===== config.mk =====
export PLATFORM = sky130hd
export DESIGN_NAME = id_fwd_branch_unit
export DESIGN_NICKNAME = d
export VERILOG_FILES = /design/src/rtl/id_fwd_branch_unit.sv
export SDC_FILE = /design/constraint.sdc
export NUM_CORES = 1
export LEC_CHECK = 0
export BUFFER_PORTS_ARGS = -buffer_cell sky130_fd_sc_hd__buf_2
export CORE_AREA = 4 4 160 162
export DETAILED_ROUTE_END_ITERATION = 8
export DIE_AREA = 0 0 164 166
export GPL_TIMING_DRIVEN = 1
export PLACE_DENSITY = 0.72
export SLEW_MARGIN = 25
export SYNTH_ARGS = -nofsm -noshare
export SYNTH_HDL_FRONTEND = slang
export SYNTH_SLANG_ARGS = --single-unit

===== constraint.sdc =====
create_clock -name clk -period 8.8 [get_ports clk]
set_clock_uncertainty 0.1 [all_clocks]
set_input_delay 1.76 -clock clk [delete_from_list [all_inputs] [get_ports clk]]
set_output_delay 1.76 -clock clk [all_outputs]
set_load 0.1 [all_outputs]

===== src/rtl/id_fwd_branch_unit.sv =====
// -----------------------------------------------------------------------------
// id_fwd_branch_unit
//
// Instruction-decode front end for a 5-stage MIPS pipeline.
// - Holds the IF->ID pipeline register (valid, pc). The instruction word comes
//   straight from the synchronous instruction SRAM, so a hold buffer captures
//   it on the first held cycle. Later SRAM reads cannot then overwrite it.
// - Resolves rs/rt through NUM_FWD prioritised forwarding sources, where
//   index 0 is the youngest. It raises stallreq when the winning source for a
//   used operand is not ready yet (load-use).
// - Resolves every MIPS branch/jump in ID and tracks delay-slot status.
//
// Ports
//   clk, rst            clock, asynchronous active-low reset
//   stall_id, stall_ex  stall bits for ID / EX (see pipeline register below)
//   if_ce, if_pc        IF slot valid and pc, loaded into ID
//   inst_sram_rdata     instruction word, one cycle after if_pc
//   rf_raddr1/2         rs / rt read addresses to the external regfile
//   rf_rdata1/2         regfile read data
//   fwd_we/ready/waddr/wdata  forwarding sources (source i at slice i)
//   id_valid, id_pc, id_inst  current ID instruction
//   src1_data/src2_data forwarded rs / rt operands
//   stallreq            load-use hazard
//   br_taken, br_target fetch redirect
//   link_addr           id_pc + 8
//   in_delay_slot       ID instruction sits in a branch/jump delay slot
// -----------------------------------------------------------------------------
module id_fwd_branch_unit #(
  parameter int NUM_FWD = 2,
  parameter int DS_EN   = 1
) (
  input  logic                   clk,
  input  logic                   rst,
  input  logic                   stall_id,
  input  logic                   stall_ex,
  input  logic                   if_ce,
  input  logic [31:0]            if_pc,
  input  logic [31:0]            inst_sram_rdata,
  output logic [4:0]             rf_raddr1,
  output logic [4:0]             rf_raddr2,
  input  logic [31:0]            rf_rdata1,
  input  logic [31:0]            rf_rdata2,
  input  logic [NUM_FWD-1:0]     fwd_we,
  input  logic [NUM_FWD-1:0]     fwd_ready,
  input  logic [5*NUM_FWD-1:0]   fwd_waddr,
  input  logic [32*NUM_FWD-1:0]  fwd_wdata,
  output logic                   id_valid,
  output logic [31:0]            id_pc,
  output logic [31:0]            id_inst,
  output logic [31:0]            src1_data,
  output logic [31:0]            src2_data,
  output logic                   stallreq,
  output logic                   br_taken,
  output logic [31:0]            br_target,
  output logic [31:0]            link_addr,
  output logic                   in_delay_slot
);

  localparam logic [5:0] OP_SPECIAL = 6'b000000;
  localparam logic [5:0] OP_REGIMM  = 6'b000001;
  localparam logic [5:0] OP_J       = 6'b000010;
  localparam logic [5:0] OP_JAL     = 6'b000011;
  localparam logic [5:0] OP_BEQ     = 6'b000100;
  localparam logic [5:0] OP_BNE     = 6'b000101;
  localparam logic [5:0] OP_BLEZ    = 6'b000110;
  localparam logic [5:0] OP_BGTZ    = 6'b000111;
  localparam logic [5:0] OP_LUI     = 6'b001111;
  localparam logic [5:0] FN_SLL     = 6'b000000;
  localparam logic [5:0] FN_SRL     = 6'b000010;
  localparam logic [5:0] FN_SRA     = 6'b000011;
  localparam logic [5:0] FN_JR      = 6'b001000;
  localparam logic [5:0] FN_JALR    = 6'b001001;

  logic        valid_q, valid_d;
  logic [31:0] pc_q, pc_d;
  logic        hold_valid_q, hold_valid_d;
  logic [31:0] hold_inst_q, hold_inst_d;
  logic        ds_q, ds_d;

  logic        is_bj;

  // ---- IF -> ID pipeline register and hold buffer ----
  always_comb begin
    valid_d      = valid_q;
    pc_d         = pc_q;
    hold_valid_d = hold_valid_q;
    hold_inst_d  = hold_inst_q;
    ds_d         = ds_q;
    if (!stall_id) begin
      valid_d      = if_ce;
      pc_d         = if_pc;
      hold_valid_d = 1'b0;
      // Set for any branch/jump leaving ID, taken or not.
      ds_d         = valid_q & is_bj;
    end else if (!stall_ex) begin
      // Bubble: ID is emptied, and delay-slot state survives for the next real instruction.
      valid_d      = 1'b0;
      pc_d         = '0;
      hold_valid_d = 1'b0;
    end else if (!hold_valid_q) begin
      // First held cycle: the SRAM word is still the ID instruction, keep it.
      hold_inst_d  = inst_sram_rdata;
      hold_valid_d = 1'b1;
    end
  end

  always_ff @(posedge clk or negedge rst) begin
    if (!rst) begin
      valid_q      <= 1'b0;
      pc_q         <= '0;
      hold_valid_q <= 1'b0;
      hold_inst_q  <= '0;
      ds_q         <= 1'b0;
    end else begin
      valid_q      <= valid_d;
      pc_q         <= pc_d;
      hold_valid_q <= hold_valid_d;
      hold_inst_q  <= hold_inst_d;
      ds_q         <= ds_d;
    end
  end

  // ---- ID: decode ----
  logic [5:0]  op, funct;
  logic [4:0]  rs, rt;
  logic [15:0] imm;
  logic        uses_rs, uses_rt;

  assign id_inst = !valid_q      ? 32'd0 :
                   hold_valid_q  ? hold_inst_q : inst_sram_rdata;

  assign op    = id_inst[31:26];
  assign rs    = id_inst[25:21];
  assign rt    = id_inst[20:16];
  assign imm   = id_inst[15:0];
  assign funct = id_inst[5:0];

  assign uses_rs = !((op == OP_LUI) || (op == OP_J) || (op == OP_JAL) ||
                     ((op == OP_SPECIAL) &&
                      ((funct == FN_SLL) || (funct == FN_SRL) || (funct == FN_SRA))));
  assign uses_rt = (op == OP_SPECIAL) || (op == OP_BEQ) || (op == OP_BNE) ||
                   (op[5:3] == 3'b101);

  assign rf_raddr1 = rs;
  assign rf_raddr2 = rt;

  // ---- ID: operand forwarding ----
  // Scan from oldest to youngest so the lowest matching index wins.
  logic rdy1, rdy2;

  always_comb begin
    src1_data = rf_rdata1;
    src2_data = rf_rdata2;
    rdy1      = 1'b1;
    rdy2      = 1'b1;
    for (int i = NUM_FWD - 1; i >= 0; i--) begin
      if (fwd_we[i] && (fwd_waddr[5*i +: 5] == rs)) begin
        src1_data = fwd_wdata[32*i +: 32];
        rdy1      = fwd_ready[i];
      end
      if (fwd_we[i] && (fwd_waddr[5*i +: 5] == rt)) begin
        src2_data = fwd_wdata[32*i +: 32];
        rdy2      = fwd_ready[i];
      end
    end
    if (rs == 5'd0) begin
      src1_data = '0;
      rdy1      = 1'b1;
    end
    if (rt == 5'd0) begin
      src2_data = '0;
      rdy2      = 1'b1;
    end
  end

  assign stallreq = valid_q & ((uses_rs & ~rdy1) | (uses_rt & ~rdy2));

  // ---- ID: branch / jump resolution ----
  logic signed [31:0] src1_s;
  logic        ltz, gtz;
  logic        is_br, is_jimm, is_jreg, cond;
  logic [31:0] pc_plus4, br_off, tgt;

  assign src1_s = src1_data;
  assign ltz    = (src1_s < 32'sd0);
  assign gtz    = (src1_s > 32'sd0);

  always_comb begin
    is_br   = 1'b0;
    is_jimm = 1'b0;
    is_jreg = 1'b0;
    cond    = 1'b0;
    unique case (op)
      OP_BEQ:  begin is_br = 1'b1; cond = (src1_data == src2_data); end
      OP_BNE:  begin is_br = 1'b1; cond = (src1_data != src2_data); end
      OP_BLEZ: begin is_br = 1'b1; cond = ~gtz; end
      OP_BGTZ: begin is_br = 1'b1; cond = gtz; end
      OP_REGIMM: begin
        // rt[0] selects bgez-type, rt[4] only adds the link.
        if ((rt[3:1] == 3'b000) && !(rt[4] && 1'b0)) begin
          is_br = 1'b1;
          cond  = rt[0] ? ~ltz : ltz;
        end
      end
      OP_J, OP_JAL: begin is_jimm = 1'b1; cond = 1'b1; end
      OP_SPECIAL: begin
        if ((funct == FN_JR) || (funct == FN_JALR)) begin
          is_jreg = 1'b1;
          cond    = 1'b1;
        end
      end
      default: ;
    endcase
  end

  assign is_bj    = is_br | is_jimm | is_jreg;
  assign pc_plus4 = pc_q + 32'd4;
  assign br_off   = {{14{imm[15]}}, imm, 2'b00};

  always_comb begin
    tgt = pc_plus4 + br_off;
    if (is_jimm)      tgt = {pc_plus4[31:28], id_inst[25:0], 2'b00};
    else if (is_jreg) tgt = src1_data;
  end

  assign br_taken      = valid_q & cond & ~stallreq;
  assign br_target     = br_taken ? tgt : 32'd0;
  assign link_addr     = valid_q ? (pc_q + 32'd8) : 32'd0;
  assign in_delay_slot = (DS_EN != 0) & ds_q & valid_q;
  assign id_valid      = valid_q;
  assign id_pc         = pc_q;

endmodule

* After elaboration in Yosys (flattened, before gate mapping)
Index checks and enable logic that the tools add are counted.
** Word-level totals
- Flip-flop bits (word level) :: 67
- Output and inout port bits :: 206
- Logic and storage cells :: 100
** Cells by class
- Add/sub/neg operators :: 3
- Magnitude comparators :: 2
- Eq/ne operators :: 20
- Muxes and demuxes :: 32
- Bitwise gates (word level) :: 15
- Reductions and logical operators :: 23
** Operator list (count)
- 32-bit two-way mux :: 14
- 32-bit by 3-bit adder with 32-bit output (second input constant) :: 1
- 32-bit adder :: 1
- 32-bit by 4-bit adder with 32-bit output (second input constant) :: 1
- 32-bit equality test :: 1
- 32-bit by 1-bit > comparator with 1-bit output (second input constant) :: 1
- 32-bit by 1-bit less-than comparator with 1-bit output (second input constant) :: 1
- 32-bit != test :: 1
- 6-bit by 2-bit equality test with 1-bit output (second input constant) :: 4
- 6-bit by 3-bit equality test with 1-bit output (second input constant) :: 4
- 5-bit equality test :: 4
- 6-bit by 4-bit equality test with 1-bit output (second input constant) :: 3
- 1-bit two-way mux :: 16
- 6-bit logical NOT :: 2
- 5-bit logical NOT :: 2
- 1-bit logical OR :: 9
- 1-bit AND :: 7
- 1-bit case mux with 7 select lines :: 1
- 6-bit by 1-bit equality test with 1-bit output (second input constant) :: 1
- 1-bit logical AND :: 5
- 1-bit inverter :: 5
- 4-bit OR reduction :: 1
- 3-bit equality test (second input constant) :: 1
- 3-bit logical NOT :: 1
- 6 further kinds :: 8

* Logic depth before layout (Yosys ltp)
Gate-level depths: netlist of run 1.
- Depth in word-level cells :: 15
- Depth in mapped cells :: 25

* Least setup slack after synthesis of run 1
No wires, ideal clock.
- Path type :: input to output
- Start :: in inst_sram_rdata[16]
- End :: out br_target[4]
- Arrival time :: 10909 ps
- Required time :: 6940 ps
- Setup slack :: -3969 ps
- Stages :: 13
- Buffers on the path :: 1
- Path through :: mux2i_4 -> nor2_1 -> nor3_2 -> buf_2 -> a311oi_1 -> xor2_1 -> nor3_1 -> a31oi_1 -> nor4bb_1 -> nand4_1 -> nor4_2 -> nor2_4 -> a2111oi_1
** Between the ends
- Elaborated cells on any way between the ends :: 26
- Classes of those cells :: 4 x eq/ne; 12 x mux; 7 x bitwise; 3 x reduce/logical
** RTL lines
- from (decl) :: line 38 : input logic [31:0] inst_sram_rdata,
- 32-bit two-way mux *
- 32-bit two-way mux * :: line 129 : assign id_inst = !valid_q ? 32'd0 :
- net id_inst[16] :: line 49 : output logic [31:0] id_inst,
- 5-bit equality test :: line 161 : if (fwd_we[i] && (fwd_waddr[5*i +: 5] == rt)) begin
- 1-bit logical AND :: line 161
- 32-bit two-way mux (2 in series) :: line 161
- 32-bit two-way mux * :: line 170 : if (rt == 5'd0) begin
- net src2_data[9] :: line 51 : output logic [31:0] src2_data,
- 32-bit != test / 32-bit equality test (equally long branches) :: line 195, 194
- 1-bit case mux with 7 select lines * :: line 193 : unique case (op)
- 1-bit AND * (2 in series) :: line 226 : assign br_taken = valid_q & cond & ~stallreq;
- 32-bit two-way mux * :: line 227 : assign br_target = br_taken ? tgt : 32'd0;
- to (decl) :: line 54 : output logic [31:0] br_target,
The timed path passes the listed nets; every way through them passes the cells marked *.

* Worst setup path in the final report of run 1
- Start :: in inst_sram_rdata[20]
- End :: out br_target[13]
** Between the ends
- Word-level cells in the longest chain between the ends :: 14
- Elaborated cells on any way between the ends :: 24
- Classes of those cells :: 4 x eq/ne; 10 x mux; 7 x bitwise; 3 x reduce/logical
** RTL lines (line)
- 32-bit two-way mux *
- 32-bit two-way mux * :: 129
- branches (longest 10 deep; another with 32-bit two-way mux)
- 1-bit AND * :: 226
- 32-bit two-way mux * :: 227
Mark *: on every way between the ends.

==> results of run 1 <==
-- power breakdown --
| part | switching (µW) | internal [µW] | total, µW | leakage, µW |
|---|---|---|---|---|
| sequential | 45.0 | 345 | 390 | 0.000812 |
| clock | 144 | 218 | 362 | 0.000141 |
| combinational | 912 | 314 | 1230 | 0.00515 |
| total | 1100 | 877 | 1980 | 0.00610 |
-- registers in the layout, summed over array words and instances, names as in the netlist --
| register | flops |
|---|---|
| id_valid | 1 |
| hold_inst_q | 32 |
| hold_valid_q | 1 |
| ds_q | 1 |
| id_pc | 32 |
-- through the flow --
step,TNS [ns],power [µW]
floorplan,-1.93,1290
global placement,0,1600
detailed placement,0,1600
CTS,0,1970
global route,0,2060
finish,0,1980
-- cell type report --
type                       instances  share of cell area
antenna                            2            0.000360
clock buffer                       9              0.0162
clock inverter                     7             0.00495
inverter                          63              0.0170
multi-input combinational       1111               0.598
sequential                        67               0.121
tap                              324              0.0291
timing repair buffer             523               0.214
-- cells by family (layout without fill, tap and decap cells) --
kind of cell    count (synthesis)  after routing
other cells                     0              2
simple gates                  488            488
xor+xnor                       93             93
compound gates                411            411
fa+ha+maj                      32             32
flops                          67             67
buf+inv                       207            602
mux                            87             87
-- synth_stat cells, types with 32 or more instances --
cell and instances:
a21oi_1 59, a31oi_1 35, clkbuf_1 82, dfrtp_1 67
inv_1 61, mux2_2 32, mux2i_1 51, nand2_1 66
nand3_1 68, nand4_1 37, nor2_1 136, nor4_1 56
o21ai_0 85, xnor2_1 66
-- routing by layer --
layer	global-route usage	share of wire	vias up
li1	-	-	6028
met2	0.588	0.47	767
met5	0	0.00024	-
met4	0.177	0.059	2
met1	0.447	0.39	6241
met3	0.0531	0.083	162
-- worst min path at each step --
stage	slack, ns	to	startpoint
finish	0.40	hold_inst_q[9]$_DFFE_PN0P_	hold_inst_q[9]$_DFFE_PN0P_
floorplan	0.37	hold_inst_q[0]$_DFFE_PN0P_	hold_inst_q[0]$_DFFE_PN0P_
CTS	0.41	hold_inst_q[9]$_DFFE_PN0P_	hold_inst_q[9]$_DFFE_PN0P_
global route	0.42	hold_inst_q[10]$_DFFE_PN0P_	hold_inst_q[10]$_DFFE_PN0P_
global placement	0.39	hold_inst_q[22]$_DFFE_PN0P_	hold_inst_q[22]$_DFFE_PN0P_
detailed placement	0.39	hold_inst_q[9]$_DFFE_PN0P_	hold_inst_q[9]$_DFFE_PN0P_
-- worst max-delay path: stages --
cell and delay [ns]:
buf_2 0.11, mux2i_1 0.34, nor3_1 0.13, or3b_1 0.62, buf_4 0.25, o31ai_1 0.41, a311oi_4 0.25, a21boi_1 0.19
nor4b_1 0.33, a31oi_1 0.11, nor4_1 0.38, nand4_1 0.24, nor4_2 0.28, nor2_4 0.19, buf_12 0.21, a2111oi_4 0.38
buf_2 0.50
==> flow_summary.yaml, run 1 <==
status:
  status: "finished clean"
logic_synthesis:
  synthFlopType: "dfrtp_1"
  synth_edf_count: 0
  synth.net_count: 1628
  ys_async_sr_fraction: 1.00
  synth_adder_area_share: 0.0395
  synth-simple-area-share: 0.244
  syn_area_per_cell_um2: 7.46
  synth-seq-cells: 67
  yosysUniqueCellTypes: 82
  yosysTopAreaCellShare: 0.162
  synth-seq-area-share: 0.162
  synth_top_area_cell: "dfrtp_1"
  netlist_instances: 1385
  synth_area_mm2: 0.0103
  synth_top_family_by_area: "compound AO/OA/AOI/OAI gates"
  synth-compound-area-share: 0.295
  yosys-top-cells-area: "dfrtp_1 (16%), xnor2_1 (5.6%), mux2i_1 (4.9%)"
  yosys_warnings: 0
  muxShareOfSynthArea: 0.0913
  synthXorXnorAreaFrac: 0.0788
critical_path:
  rr_startpoint: "id_valid$_DFFE_PN0N_"
  crit_path_start_kind: "input pin"
  required_ns: 6.94
  r2r_end: "ds_q$_DFFE_PN0N_"
  worstPathMaxFanout: 17
  r2r_cells: 11
  worstPathArrival_ns: 6.68
  worstSetupPathType: "input pin to output pin"
  worst_setup_path_end_kind: "output pin"
  endpoint: "br_target[13]"
  worstSetupStartpoint: "inst_sram_rdata[20]"
  ff2ff_setup_slack_ns: 5.69
pwr:
  p_per_area_mw_per_mm2: 142
  power_leakage_uw: 0.00610
  vdd_drop_max_uv: 143
placed_design:
  io_buffers: 416
  place.gp.congestion: 1.01
  dp_hpwl_um: 41300
  place_area_mm2: 0.0136
  dp_slack_ns: 0.329
  placed_cells: 2088
sta:
  rsz0062_at_grt: "false"
  tightest_slew_ns: 0.897
  maxSlewViolCount: 0
  whs_ns: 0.403
  fmax_ghz: 0.117
  min_period_over_period: 0.970
  layout_setup_ws_ns: 0.260
  slew_headroom: 0.402
  setup_viol: 0
  timing.final.hold_violations: 0
  finalCriticalPeriod_ns: 8.54
routing:
  drt-total-wl_um: 50500
  vias_per_cell: 6.27
  post_drt_wl_per_cell_um: 24.0
  ant_nets: 0
  dr.pass1.iters: 6
  drt_iter0_drc: 1395
  via_count: 13200
  drc: 0
cells_and_area:
  final_cells: 2106
  utilization: 0.577
  seqCellArea_mm2: 0.00168
  n_fill_cell: 2322
  final_cell_area_mm2: 0.0139
  layout_commonest_cell: "buf_2"
  area_delta_synth_final_pct: 34.6
  final_cell_mix: "buf_2 (415), nor2_1 (127), buf_4 (101), o21ai_0 (85), nand3_1 (68)"
  final_nets: 2018
  multiInputGateArea_mm2: 0.00832
  drive_gt1_frac: 0.381
global_routing:
  grt_pass1_wl_um: 76100
  antenna_found_initial: 3
  grt_max_degree: 69
  grt_pass1_vias: 12900
  grt_overflow: 0
  gr-usage-all-layers: 0.355
cts:
  cts_resized: 0
  cts.path.max_buffers: 2
  root_buffer: "clkbuf_16"
  post_cts_buffers: 0
  h-tree-depth: 3
  clk_pin_slew_ns: 0.06
  cts_tree: "done"
  clock_latency_ns: 0.33
  cts_sinks: 67
  cts-buffers-inserted: 9
  postCtsHoldBufs: 0
floorplan:
  ios: 417
  die_w_um: 164
  core_mm2: 0.0241
  initial_core_util: 0.429
  dieArea_mm2: 0.0272
  num_rows: 57
  dieHeight_um: 166
worst_hold_path:
  hold_path_class: "flip-flop to flip-flop"
  min_path_cells: 1
job:
  max_cap_violations: 0
Power figures use the tool's default switching activity.
==> inputs of run 2 (changes only) <==
Settings changed: CORE_AREA 4 4 160 162 to 2 2 162 164, PLACE_DENSITY 0.72 to 0.69.
==> run 2 against run 1 <==
  * Sequential share of layout area up 0.28 points
  * Sequential power about the same
  * Die area unchanged
  * Fmax up 0.46%
  * Global-route usage down 0.25 points
  * Design area down 2.2%
  * Total power down 0.97%
  * Combinational power about the same
  * Clock power about the same
  * Wire length down 0.35%
  * Worst hold slack better by 0.00070 ns
  * Cell count down 1.6%
==> flow_summary.yaml, run 2 (same netlist as run 1, synthesis figures left out) <==
status:
  status: "finished clean"
cts:
  h-tree-depth: 3
  cts_sinks: 67
  cts.path.max_buffers: 2
  cts_resized: 0
  clock_latency_ns: 0.34
  clk_pin_slew_ns: 0.06
  root_buffer: "clkbuf_16"
  postCtsHoldBufs: 0
  cts_tree: "done"
  cts-buffers-inserted: 9
  post_cts_buffers: 0
cells_and_area:
  seqCellArea_mm2: 0.00168
  final_cell_mix: "buf_2 (416), nor2_1 (127), o21ai_0 (85), nand3_1 (68)"
  area_delta_synth_final_pct: 31.6
  final_nets: 1973
  final_cells: 2073
  drive_gt1_frac: 0.366
  multiInputGateArea_mm2: 0.00835
  n_fill_cell: 2557
  layout_commonest_cell: "buf_2"
critical_path:
  worstSetupPathType: "input pin to output pin"
  critPathMostFrequentCell: "buf_2"
  path_cells: "buf_2, mux2i_4, nor3_1, nand4b_2, or3_2, buf_4, a311oi_4, nor3b_1, nor4b_1, a31oi_1, nor4_1, nand4_1, nor4_2, nor2_4, buf_12, a2111oi_4, buf_2"
  slowest_stage: "or3_2"
  ff2ff_setup_slack_ns: 5.43
  worstPathMaxFanout: 19
  crit_path_start_kind: "input pin"
  worst_setup_path_end_kind: "output pin"
  required_ns: 6.94
  cp_top_family: "simple AND/OR/NAND/NOR gates"
  worstPathArrival_ns: 6.64
  cp_num_buf_inv: 4
  cpPeakStageDelay_ns: 0.88
sta:
  finalCriticalPeriod_ns: 8.50
  tightest_slew_ns: 0.933
  rsz0062_at_grt: "false"
  timing.final.hold_violations: 0
  fmax_ghz: 0.118
  min_period_over_period: 0.966
  tns_ns: 0
  slew_headroom: 0.372
  setup_viol: 0
  maxSlewViolCount: 0
floorplan:
  dieHeight_um: 166
  initial_core_util: 0.403
  ios: 417
  dieArea_mm2: 0.0272
  num_rows: 59
  core_mm2: 0.0256
  die_w_um: 164
routing:
  drt_iter0_drc: 1439
  drt-total-wl_um: 50300
  dr.pass1.iters: 6
  post_drt_wl_per_cell_um: 24.3
  ant_nets: 0
  via_count: 13000
  drc: 0
  vias_per_cell: 6.27
global_routing:
  antenna_found_initial: 6
  grt_overflow: 0
  grt_pass1_wl_um: 73800
  grt_max_degree: 69
  grt_pass1_vias: 12100
  gr-usage-all-layers: 0.352
pwr:
  vdd_drop_max_uv: 102
  p_per_area_mw_per_mm2: 144
  power_leakage_uw: 0.00587
placed_design:
  place.gp.congestion: 0.977
  placed_cells: 2054
  dp_hpwl_um: 40300
  io_buffers: 416
worst_hold_path:
  hold_path_class: "flip-flop to flip-flop"
job:
  max_cap_violations: 0
run 2: changes by cell type in the layout (fill, tap and decap cells not counted), sizes merged:
cell | before | now
buf | 523 | 478
clkbuf | 9 | 11
clkinv | 4 | 2
diode | 2 | 3
run 2: worst register-to-register path, cell delays in order, from the launching register on:
cell and delay [ns]:
dfrtp_2 0.68, buf_4 0.50, mux2i_1 0.56, nor2_1 0.14, nor2_1 0.22, nand2_1 0.13, nor4_2 0.23, buf_4 0.25
nor2_1 0.08, buf_4 0.21, a32oi_1 0.18
run 2: layout make-up:
type,count,share of cell area
antenna,3,0.000552
clock buffer,11,0.0171
clock inverter,5,0.00405
inverter,63,0.0174
multi-input combinational,1111,0.614
sequential,67,0.123
tap,335,0.0308
timing repair buffer,478,0.193
run 2: final timing paths:
path / start / end / depth (start not counted)
setup / recovery: inst_sram_rdata[16] / br_target[18] / 17
hold / removal: hold_inst_q[14]$_DFFE_PN0P_ / hold_inst_q[14]$_DFFE_PN0P_ / 1
setup reg to reg: hold_valid_q$_DFF_PN0_ / ds_q$_DFFE_PN0N_ / 10
hold reg to reg: hold_inst_q[14]$_DFFE_PN0P_ / hold_inst_q[14]$_DFFE_PN0P_ / 1
max in group asynchronous: rst / hold_valid_q$_DFF_PN0_ / 2
min in group asynchronous: rst / hold_inst_q[11]$_DFFE_PN0P_ / 2
run 2: where the power goes:
group | internal [µW] | total (µW) | leakage (µW) | switching [µW]
clock | 219 | 361 | 0.000136 | 142
sequential | 345 | 391 | 0.000812 | 45.4
combinational | 298 | 1210 | 0.00492 | 908
total | 862 | 1960 | 0.00587 | 1100
run 2: per-layer routing:
| layer | global-route usage | vias to the layer above | share of wire |
|---|---|---|---|
| li1 | - | 5926 | - |
| met1 | 0.435 | 6152 | 0.39 |
| met2 | 0.590 | 766 | 0.47 |
| met3 | 0.0532 | 153 | 0.082 |
| met4 | 0.183 | 6 | 0.057 |
| met5 | 0 | - | 0.00066 |
run 2: through the flow:
stage / hold slack [ns] / total power (µW) / worst slack (ns) / cell area (µm²) / util
2_1_floorplan: 0.372 / 1290 / -0.165 / 10900 / -
3_3_place_gp: 0.387 / 1580 / 0.364 / 13300 / 0.518
3_5_place_dp: 0.394 / 1580 / 0.205 / 13300 / 0.518
4_1_cts: 0.406 / 1950 / 0.205 / 13600 / 0.530
5_1_grt: 0.416 / 2030 / 0.0361 / 13600 / 0.531
6_report: 0.404 / 1960 / 0.299 / 13600 / 0.531
